<file path="config.mk">
export PLATFORM = sky130hd
export DESIGN_NAME = bus_endpoint_fifo
export DESIGN_NICKNAME = d
export VERILOG_FILES = /design/src/rtl/bus_endpoint_fifo.sv
export SDC_FILE = /design/constraint.sdc
export NUM_CORES = 1
export LEC_CHECK = 0
export ABC_CLOCK_PERIOD_IN_PS = 15300
export CORE_MARGIN = 4
export CORE_UTILIZATION = 45
export DETAILED_ROUTE_END_ITERATION = 10
export PLACE_DENSITY_LB_ADDON = 0.05
export SETUP_SLACK_MARGIN = 0.2
export SYNTH_ARGS = -nofsm -noshare
export SYNTH_HDL_FRONTEND = slang
export SYNTH_SLANG_ARGS = --single-unit
</file>
<file path="constraint.sdc">
create_clock -name clk -period 15.3 [get_ports clk]
set_clock_uncertainty 0.05 [all_clocks]
set_input_delay 4.59 -clock clk [delete_from_list [all_inputs] [get_ports clk]]
set_output_delay 4.59 -clock clk [all_outputs]
set_load 0.005 [all_outputs]
</file>
<file path="src/rtl/bus_endpoint_fifo.sv">
// bus_endpoint_fifo: device-side bus endpoint with a TX FIFO (host -> bus)
// and an address-filtered RX FIFO (bus -> host). Both FIFOs are circular
// buffers with first-word-fall-through heads; empty heads read as 0.
// Optional build macro BUS_EP_DROP_CNT_EN adds a saturating 16-bit drop_cnt
// output counting RX packets lost on full and TX writes dropped on full.
module bus_endpoint_fifo #(
   parameter int unsigned WIDTH  = 16,
   parameter int unsigned DEPTH  = 8,
   parameter logic [7:0]  DEV_ID = 8'h00
) (
   input  logic             clk,
   input  logic             reset,
   input  logic             wr_en,
   input  logic [WIDTH-1:0] wr_data,
   output logic             tx_full,
   output logic             pndng,
   input  logic             pop,
   output logic [WIDTH-1:0] D_pop,
   input  logic             push,
   input  logic [WIDTH-1:0] D_push,
   output logic             rx_valid,
   input  logic             rd_en,
   output logic [WIDTH-1:0] rd_data,
   output logic             rx_overflow
`ifdef BUS_EP_DROP_CNT_EN
   ,
   output logic [15:0]      drop_cnt
`endif
);

   localparam int unsigned AW       = $clog2(DEPTH);
   localparam logic [AW:0] FULL_CNT = (AW+1)'(DEPTH);
   localparam logic [7:0]  BCAST_ID = 8'hFF;

   logic [WIDTH-1:0] tx_mem_q [DEPTH];
   logic [WIDTH-1:0] tx_mem_d [DEPTH];
   logic [AW-1:0]    tx_wptr_q, tx_wptr_d, tx_rptr_q, tx_rptr_d;
   logic [AW:0]      tx_cnt_q, tx_cnt_d;

   logic [WIDTH-1:0] rx_mem_q [DEPTH];
   logic [WIDTH-1:0] rx_mem_d [DEPTH];
   logic [AW-1:0]    rx_wptr_q, rx_wptr_d, rx_rptr_q, rx_rptr_d;
   logic [AW:0]      rx_cnt_q, rx_cnt_d;

   logic             rx_ovf_q, rx_ovf_d;

   logic             tx_do_wr, tx_do_rd;
   logic             rx_match, rx_do_wr, rx_do_rd, rx_lost;

   // Flags and heads come only from registered state
   assign tx_full     = (tx_cnt_q == FULL_CNT);
   assign pndng       = (tx_cnt_q != '0);
   assign D_pop       = pndng ? tx_mem_q[tx_rptr_q] : '0;
   assign rx_valid    = (rx_cnt_q != '0);
   assign rd_data     = rx_valid ? rx_mem_q[rx_rptr_q] : '0;
   assign rx_overflow = rx_ovf_q;

   // Handshake qualification: a full FIFO still accepts a write when the same cycle pops
   always_comb begin
      tx_do_rd = pop & pndng;
      tx_do_wr = wr_en & (~tx_full | tx_do_rd);
      rx_match = push & ((D_push[WIDTH-1 -: 8] == DEV_ID) | (D_push[WIDTH-1 -: 8] == BCAST_ID));
      rx_do_rd = rd_en & rx_valid;
      rx_do_wr = rx_match & (~(rx_cnt_q == FULL_CNT) | rx_do_rd);
      rx_lost  = rx_match & ~rx_do_wr;
   end

   // TX FIFO next state
   always_comb begin
      tx_mem_d  = tx_mem_q;
      tx_wptr_d = tx_wptr_q;
      tx_rptr_d = tx_rptr_q;
      tx_cnt_d  = tx_cnt_q;
      if (tx_do_wr) begin
         tx_mem_d[tx_wptr_q] = wr_data;
         tx_wptr_d           = tx_wptr_q + AW'(1);
      end
      if (tx_do_rd) begin
         tx_rptr_d = tx_rptr_q + AW'(1);
      end
      case ({tx_do_wr, tx_do_rd})
         2'b10:   tx_cnt_d = tx_cnt_q + (AW+1)'(1);
         2'b01:   tx_cnt_d = tx_cnt_q - (AW+1)'(1);
         default: tx_cnt_d = tx_cnt_q;
      endcase
   end

   // RX FIFO next state and sticky overflow
   always_comb begin
      rx_mem_d  = rx_mem_q;
      rx_wptr_d = rx_wptr_q;
      rx_rptr_d = rx_rptr_q;
      rx_cnt_d  = rx_cnt_q;
      rx_ovf_d  = rx_ovf_q | rx_lost;
      if (rx_do_wr) begin
         rx_mem_d[rx_wptr_q] = D_push;
         rx_wptr_d           = rx_wptr_q + AW'(1);
      end
      if (rx_do_rd) begin
         rx_rptr_d = rx_rptr_q + AW'(1);
      end
      case ({rx_do_wr, rx_do_rd})
         2'b10:   rx_cnt_d = rx_cnt_q + (AW+1)'(1);
         2'b01:   rx_cnt_d = rx_cnt_q - (AW+1)'(1);
         default: rx_cnt_d = rx_cnt_q;
      endcase
   end

   // State registers, asynchronously cleared
   always_ff @(posedge clk or posedge reset) begin
      if (reset) begin
         for (int unsigned i = 0; i < DEPTH; i++) begin
            tx_mem_q[i] <= '0;
            rx_mem_q[i] <= '0;
         end
         tx_wptr_q <= '0;
         tx_rptr_q <= '0;
         tx_cnt_q  <= '0;
         rx_wptr_q <= '0;
         rx_rptr_q <= '0;
         rx_cnt_q  <= '0;
         rx_ovf_q  <= 1'b0;
      end else begin
         tx_mem_q  <= tx_mem_d;
         tx_wptr_q <= tx_wptr_d;
         tx_rptr_q <= tx_rptr_d;
         tx_cnt_q  <= tx_cnt_d;
         rx_mem_q  <= rx_mem_d;
         rx_wptr_q <= rx_wptr_d;
         rx_rptr_q <= rx_rptr_d;
         rx_cnt_q  <= rx_cnt_d;
         rx_ovf_q  <= rx_ovf_d;
      end
   end

`ifdef BUS_EP_DROP_CNT_EN
   logic        tx_drop;
   logic [16:0] drop_sum;
   logic [15:0] drop_cnt_q, drop_cnt_d;

   assign drop_cnt = drop_cnt_q;

   // Saturating loss counter; both loss events in one cycle add 2
   always_comb begin
      tx_drop    = wr_en & ~tx_do_wr;
      drop_sum   = {1'b0, drop_cnt_q} + 17'(tx_drop) + 17'(rx_lost);
      drop_cnt_d = drop_sum[16] ? 16'hFFFF : drop_sum[15:0];
   end

   // Drop counter register
   always_ff @(posedge clk or posedge reset) begin
      if (reset) drop_cnt_q <= '0;
      else       drop_cnt_q <= drop_cnt_d;
   end
`endif

endmodule
</file>
# --- Yosys cells after proc, flatten, opt, wreduce, memory -nomap -nowiden ---
# Cells that the tools add are included.
totals:
  regBits: 277
  in_bits: 38
  output_inout_bits: 36
op_classes:
  add_sub_neg: 8
  magnitude_cmp: 6
  n_eq_ne: 7
  muxes: 16
  n_bitwise: 17
  reduce_logical: 7
op_table:
  columns: ["op", "count"]
  rows:
  - ["128-bit bitwise mux", 2]
  - ["16-bit two-way mux", 8]
  - ["16-bit binary-select mux with 3-bit select", 2]
  - ["16-bit demux with 3-bit select", 2]
  - ["4-bit greater-or-equal comparator, second input constant", 4]
  - ["3-bit inverter with 4-bit output", 4]
  - ["4-bit case mux with 2 select lines", 2]
  - ["3-bit by 1-bit adder with 3-bit output, second input constant", 4]
  - ["4-bit by 1-bit adder with 4-bit output, second input constant", 2]
  - ["4-bit == test, second input constant", 2]
  - ["8-bit == test, second input constant", 1]
  - ["8-bit logical NOT", 1]
  - ["4-bit by 1-bit less-than comparator with 1-bit output, second input constant", 2]
  - ["4-bit nonzero test", 2]
  - ["4-bit by 1-bit subtractor with 4-bit output, second input constant", 2]
  - ["1-bit AND", 6]
  - ["2-bit by 1-bit == test with 1-bit output, second input constant", 2]
  - ["2-bit == test, second input constant", 2]
  - ["1-bit bitwise OR", 4]
  - ["2-bit nonzero test", 2]
  - ["1-bit inverter", 3]
  - ["1-bit logical AND", 2]

# --- Depth between registers and ports, before layout ---
# Gate-level depths: netlist of the first run.
depth:
  ltp_word: 7
  depth_mapped: 12

# --- Worst setup path after synthesis of the first run ---
# OpenSTA, ideal clock, no wires.
synth_path:
  kind: "in2reg"
  from: "input port D_push[15]"
  to: "register rx_cnt_q[2]"
  setup_time_ns: 0.127
  arrival_time_ns: 6.711
  path_slack_ns: 8.411
  path_stages: 12
  n_path_buf: 2
  path_cell_list: "buf_6 -> or4_4 -> nor2_4 -> buf_8 -> o211ai_1 -> ha_1 -> xor2_1 -> ha_1 -> a21oi_1 -> xor2_1 -> nor2_1 -> xor2_1"
synth_via:
  elab_chain_cells: 6
  word_cells_on_any_way: 9
  cone_classes: "3 x eq/ne; 1 x mux; 3 x bitwise; 2 x reduce/logical"
synth_lines:
  columns: ["element", "line_no", "source"]
  rows:
  - ["start: declaration", "20", "input logic [WIDTH-1:0] D_push,"]
  - ["8-bit == test or 8-bit logical NOT (tied branches)", "62", "rx_match = push & ((D_push[WIDTH-1 -: 8] == DEV_ID) | (D_push[WIDTH-1 -: 8] == BCAST_ID));"]
  - ["1-bit bitwise OR (*)", "62", null]
  - ["1-bit AND (*)", "62", null]
  - ["1-bit AND (*)", "64", "rx_do_wr = rx_match & (~(rx_cnt_q == FULL_CNT) | rx_do_rd);"]
  - ["2-bit by 1-bit == test with 1-bit output or 2-bit == test (tied branches)", "102", "case ({rx_do_wr, rx_do_rd})"]
  - ["4-bit case mux with 2 select lines or 2-bit nonzero test (tied branches)", null, null]
  - ["end signal: assignment", "131", "rx_cnt_q <= rx_cnt_d;"]
  - ["end: declaration", "43", "logic [AW:0] rx_cnt_q, rx_cnt_d;"]
# Mark *: on every way between the ends. The rest lies on a longest branch, timed or not.
# A chain may end at the register's enable or synchronous reset.

# --- Final worst setup path of the first run ---
layout_path:
  from: "register rx_rptr_q[0]"
  to: "output port rd_data[13]"
layout_via:
  elab_chain_cells: 5
layout_lines:
  columns: ["element", "line_no", "source"]
  rows:
  - ["start: declaration", "42", "logic [AW-1:0] rx_wptr_q, rx_wptr_d, rx_rptr_q, rx_rptr_d;"]
  - ["start signal: assignment", "130", "rx_rptr_q <= rx_rptr_d;"]
  - ["3-bit inverter with 4-bit output (implied by the code)", "55", "assign rd_data = rx_valid ? rx_mem_q[rx_rptr_q] : '0;"]
  - ["16-bit binary-select mux with 3-bit select", "55", null]
  - ["16-bit two-way mux (implied by the code) (2 in a row)", "55", null]
  - ["16-bit two-way mux", "55", null]
  - ["end: declaration", "23", "output logic [WIDTH-1:0] rd_data,"]
# No other way between the ends. The select of a mux whose other input is x is not followed.

==> results of run 1 <==
==> sequential cells by signal (all words and copies together), names as in the netlist <==
name,count
tx_wptr_q,3
rx_wptr_q,3
tx_cnt_q,4
rx_mem_q,128
tx_rptr_q,3
rx_overflow,1
rx_cnt_q,4
tx_mem_q,128
rx_rptr_q,3
==> stage by stage <==
stage | util, % | instances | area (sq um) | worst slack, ns | power [mW]
2_1_floorplan | - | 829 | 13100 | 3.02 | 1.69
3_3_place_gp | 49.3 | 1246 | 14200 | 7.39 | 1.96
3_5_place_dp | 49.3 | 1246 | 14200 | 7.31 | 2.01
4_1_cts | 52.7 | 1300 | 15100 | 7.75 | 2.73
5_1_grt | 52.7 | 1300 | 15100 | 7.68 | 2.84
6_report | 52.7 | 1300 | 15100 | 7.86 | 2.69
==> layout make-up <==
type / instances / area (sq um)
inverter: 4 / 22.5
tap: 384 / 480
timing repair buffer: 91 / 866
multi-input combinational: 490 / 5850
sequential: 277 / 6940
clock inverter: 6 / 55.1
clock buffer: 48 / 930
fill: 2342 / 13600
==> routing by layer <==
layer  GRT usage [%]  part of all wire, %
met1            23.9                   42
met2            33.6                   53
met3            2.56                  2.8
met4            3.93                  1.8
met5               0                0.045
==> where the power goes <==
group / switching (mW) / internal (mW)
combinational: 0.368 / 0.534
sequential: 0.139 / 0.935
clock: 0.282 / 0.429
total: 0.789 / 1.90
==> path summary, 6_finish.rpt <==
check / slack (ns) / start / cells after the start / end
worst min-delay path: 0.44 / rx_mem_q[24]$_DFFE_PP0P_ / 1 / rx_mem_q[24]$_DFFE_PP0P_
max in group asynchronous: 9.03 / reset / 3 / tx_mem_q[35]$_DFFE_PP0P_
worst max-delay path: 7.86 / rx_rptr_q[0]$_DFFE_PP0P_ / 5 / rd_data[13]
worst max register to register: 12.36 / rx_cnt_q[1]$_DFFE_PP0P_ / 10 / rx_cnt_q[2]$_DFFE_PP0P_
worst min register to register: 0.44 / rx_mem_q[24]$_DFFE_PP0P_ / 1 / rx_mem_q[24]$_DFFE_PP0P_
min in group asynchronous: 4.51 / reset / 2 / rx_cnt_q[3]$_DFFE_PP0P_
==> cells by family (layout without fill, tap and decap cells) <==
group | Yosys count | after routing | share of synthesized area [%]
AOI/OAI and AO/OA | 20 | 20 | 1.89
xor gates and xnor gates | 18 | 18 | 1.21
adders and majority gates | 10 | 10 | 0.957
buffers and inverters | 62 | 149 | 2.38
DFF | 277 | 277 | 53.0
muxes | 358 | 358 | 37.2
and+or+nand+nor | 84 | 84 | 3.36
==> worst max-delay path, cell delays in order (launching register included) <==
cell	delay [ns]
dfrtp_2	0.33
buf_4	0.56
mux4_2	0.60
mux2i_1	0.23
nor2_1	0.07
clkdlybuf4s50_1	0.45
==> cells in the final DEF, fill, tap and decap left out, drive strengths merged, types with 7 or more instances in the layout <==
cell / n
dfrtp: 277
xor2: 8
clkdlybuf4s50: 73
o2111ai: 7
buf: 18
mux2: 262
mux4: 64
clkbuf: 48
mux2i: 32
nand3: 7
xnor2: 10
nor2b: 8
nor2: 39
ha: 10
nand2: 7
==> impl_results.md, run 1 <==
* Row cnt at 62
* Share of cells above drive strength 1 at a little over two fifths
* Slew of the pin with the lowest slew margin at approximately 1.3 ns
* Count of cells resized by post-cts repair at 0
* Initial antenna violation count at 1
* CP Capture Type: output pin
* Netlist cell types at between 40 and 50
* Syn nets at between 800 and 900
* Fin Hold WS at ~0.44 ns
* Vias at 7172
* Antenna Nets Post-Route at 0
* Top cells by count, synth: dfrtp_1 (277), mux2_2 (217), mux4_2 (64), mux2_4 (40), nor2_1 (38)
* Synth area leaders: dfrtp_1 (53%), mux2_2 (19%), mux4_2 (11%)
* # DRC at 0
* Rel. slew slack at about an eighth
* Max_cap viols at 0
* CTS tree: built
* Die width at between 150 and 200 um
* Leak pwr at 6.89 nW
* Min cycle time layout at between 7 and 8 ns
* Synthesis Warnings at 0
* Clock Tree Buf Depth at 3
* Die area at ~0.032 sq mm
* GP Congestion at between 0.7 and 0.8
* # diodes at 0
* Post-synthesis sequential area ratio at between 50 and 60%
* # hold bufs at CTS at 0
* Drt total wl at roughly 29000 um
* Worst Path Required at between 10 and 15 ns
* Starting DRT DRC Count at roughly 310
* WP data arrival at 2.80 ns
* Via/cell ratio at ~5.5
* Worst-Skew Late Latency at 0.54 ns
* VDD IR max at 78.3 uV
* Core ar. at ~0.029 sq mm
* Fmax at between 0.1 and 0.15 GHz
* Slew Viols, Final at 0
* Outcome: finished, final reports clean
* CTS root buf: clkbuf_16
* H-tree depth at 1
* Post-CTS Setup Bufs at 0
* Synth async-reset ratio at 100%
* Final global-route overflow total at 0
* Crit Path Max Fanout at 34
* Detail Placement HPWL at approximately 17000 um
* Layout Area Growth over Synthesis at 15.8%
* First drt pass iteration count at 4
* Post-route setup TNS at 0 ns
* Final net count at between 900 and 1000
* Hold WC Path Type: flip-flop to flip-flop
* Area leader, netlist: dfrtp_1
* Top FF cell, synth: dfrtp_1
* Count leader, synth: dfrtp_1
* Share of the synthesized area in the top cell type at between 50% and 60%
* Vias in the first global route at approximately 8100
* Drt wl/cell at roughly 22 um
* Initial Utilization at between 40 and 50%
* Die height at 178 um
* IO Port Bufs at 73
* Total power per unit cell area at around 180 mW/mm^2
* Number of enable flip-flop cells after synthesis at 0
* Num ports at 74
* Post-Syn Area at between 0.01 and 0.015 sq mm
* First-pass GRT wire length at ~46000 um
* Total GRT Usage at between 10% and 20%
* Clock sinks at roughly 280
* CTS buffer count at 31
* RSZ-0062 raised after global routing: false
* Synthesized area per cell at around 16 sq um
* Fin crit share at approximately 49%
* Synthesized flop and latch total at 277
* Final setup fails at 0
* Crit path launch type: flip-flop
* Crit Path Class: flip-flop to output pin
* Largest net degree at the start of global routing at 127
* Clock transition at path regs at roughly 0.060 ns
* Mapped Cells at roughly 830
* Final Hold Fails at 0
Note: power is estimated with default switching activity, not from simulation.
==> inputs of run 2 (changes only) <==
Settings changed: ABC_CLOCK_PERIOD_IN_PS 15300 to 7000.
Clock period 15.3 ns to 7 ns, I/O delays scaled along.
==> impl_results.md, run 2 (synthesis results as in run 1) <==
* # hold bufs at CTS at 0 (unchanged)
* VDD IR max at 214 uV (+170%)
* Largest regs: rx_mem_q x128, tx_mem_q x128
* Post-CTS Setup Bufs at 0 (unchanged)
* # DRC at 0 (unchanged)
* Share of cells above drive strength 1 at 44.5% (+0.51 points)
* Layout Area Growth over Synthesis at 16.1%
* Fin crit share at about three quarters
* Final global-route overflow total at 0 (unchanged)
* Worst Path Required at 4.85 ns (-5.81 ns)
* GP Congestion at 0.750 (+4.7%)
* Vias in the first global route at 8025 (-0.82%)
* Initial antenna violation count at 0 (-1)
* Core ar. at 0.0287 sq mm (unchanged)
* Total GRT Usage at 18.3% (-0.28 points)
* Initial Utilization at 45.6% (unchanged)
* Crit Path Class: flip-flop to output pin
* Detail Placement HPWL at 17400 um (+1.5%)
* Drt wl/cell at 21.9 um (-0.87%)
* Worst r2r src: rx_cnt_q[0]$_DFFE_PP0P_
* Die area at 0.0318 sq mm (unchanged)
* Die height at 178 um (unchanged)
* Row cnt at 62 (unchanged)
* CTS tree: built
* Die width at 178 um (unchanged)
* Hold path depth at 1 (unchanged)
* Design Power at 5.90 mW (+120%)
* Total power per unit cell area at 389 mW/mm^2 (+120%)
* H-tree depth at 1 (unchanged)
* Antenna Nets Post-Route at 0 (unchanged)
* Reg area at 0.00694 sq mm (about the same)
* WP data arrival at 3.06 ns (+0.26 ns)
* Worst-Skew Late Latency at 0.54 ns (about the same)
* CTS buffer count at 30 (-3.2%)
* Drt total wl at 28500 um (-0.64%)
* Via/cell ratio at 5.45 (-1.2%)
* Slew Viols, Final at 0 (unchanged)
* Most common cell after layout, fill and taps aside: dfrtp_1
* Outcome: finished, final reports clean
* Dpl cell area at 0.0142 sq mm (+0.12%)
* # diodes at 0 (unchanged)
* Post-route setup TNS at 0 ns (unchanged)
* Largest net degree at the start of global routing at 139 (+9.4%)
* Clock transition at path regs at 0.06 ns (about the same)
* Clock sinks at 277 (unchanged)
* CP Capture Type: output pin
* Multi-input gate area at 0.00585 sq mm (unchanged)
* Final Hold Fails at 0 (unchanged)
* Fin Hold WS at 0.431 ns (-0.00855 ns)
* Commonest cells after routing, fill and taps aside: dfrtp_1 (273), mux2_2 (217), clkdlybuf4s50_1 (73)
* Clock Tree Buf Depth at 3 (unchanged)
* Slew of the pin with the lowest slew margin at 1.11 ns (-0.206 ns)
* First-pass GRT wire length at 45800 um (-1.1%)
* Vias at 7105 (-0.93%)
* Starting DRT DRC Count at 281 (-11%)
* Min cycle time layout at approximately 5.2 ns
* Hold WC Path Type: flip-flop to flip-flop
* Final net count at 943 (unchanged)
* Num ports at 74 (unchanged)
* Filler cells at 2397 (+2.3%)
* Rel. slew slack at 26.1% (+14 points)
* Crit Path Max Fanout at 18 (-47%)
* Max_cap viols at 0 (unchanged)
* RSZ-0062 raised after global routing: false
* Min-delay src: rx_overflow$_DFF_PP0_
* Leak pwr at 6.91 nW (+0.33%)
* Final Cell Area at 0.0152 sq mm (+0.30%)
* Crit path launch type: flip-flop
* First drt pass iteration count at 4 (unchanged)
* CTS root buf: clkbuf_16
* Count of cells resized by post-cts repair at 0 (unchanged)
* Fmax at a little under 0.2 GHz
* Critical Path Start: rx_rptr_q[0]$_DFFE_PP0P_
* Final setup fails at 0 (unchanged)
* IO Port Bufs at 73 (unchanged)
* FF-to-FF path depth at 10 (unchanged)
run 2: final cells by class:
class	instances	share of cell area, %
multi-input combinational	490	38.5
tap	384	3.16
timing repair buffer	92	5.83
clock buffer	42	5.71
inverter	4	0.124
sequential	277	45.7
clock inverter	14	0.956
run 2: final timing paths:
check	endpoint	slack, ns
worst min register to register	rx_overflow$_DFF_PP0_	0.43
worst max register to register	rx_cnt_q[2]$_DFFE_PP0P_	4.22
worst min-delay path	rx_overflow$_DFF_PP0_	0.43
worst max-delay path	rd_data[14]	1.79
min in group asynchronous	rx_cnt_q[3]$_DFFE_PP0P_	2.05
max in group asynchronous	tx_mem_q[33]$_DFFE_PP0P_	3.63
run 2: worst max-delay path: stages (launching register included):
cell	delay, ns
dfrtp_2	0.78
buf_4	0.46
mux4_2	0.55
mux2i_1	0.21
nor2_1	0.07
clkdlybuf4s50_1	0.45
run 2: power breakdown:
part	leakage, nW	total, mW	internal, mW	switching [mW]
sequential	3.57	2.46	2.04	0.416
combinational	2.83	1.84	1.16	0.676
clock	0.510	1.60	0.970	0.631
total	6.91	5.90	4.18	1.72
run 2: per-layer routing:
layer	vias up	wire, um	GRT usage (%)
met3	35	792	2.42
met5	-	0	0
met1	3772	11700	22.7
met4	0	464	3.42
met2	101	15600	34.3
li1	3197	-	-
run 2: metrics by stage:
stage | instances | utilization, % | setup WS (ns)
final | 1303 | 52.9 | 1.79
after detailed placement | 1247 | 49.4 | 1.53
after CTS | 1303 | 52.9 | 1.66
after floorplan | 829 | - | 1.18
after global routing | 1303 | 52.9 | 1.53
after global placement | 1247 | 49.4 | 1.57
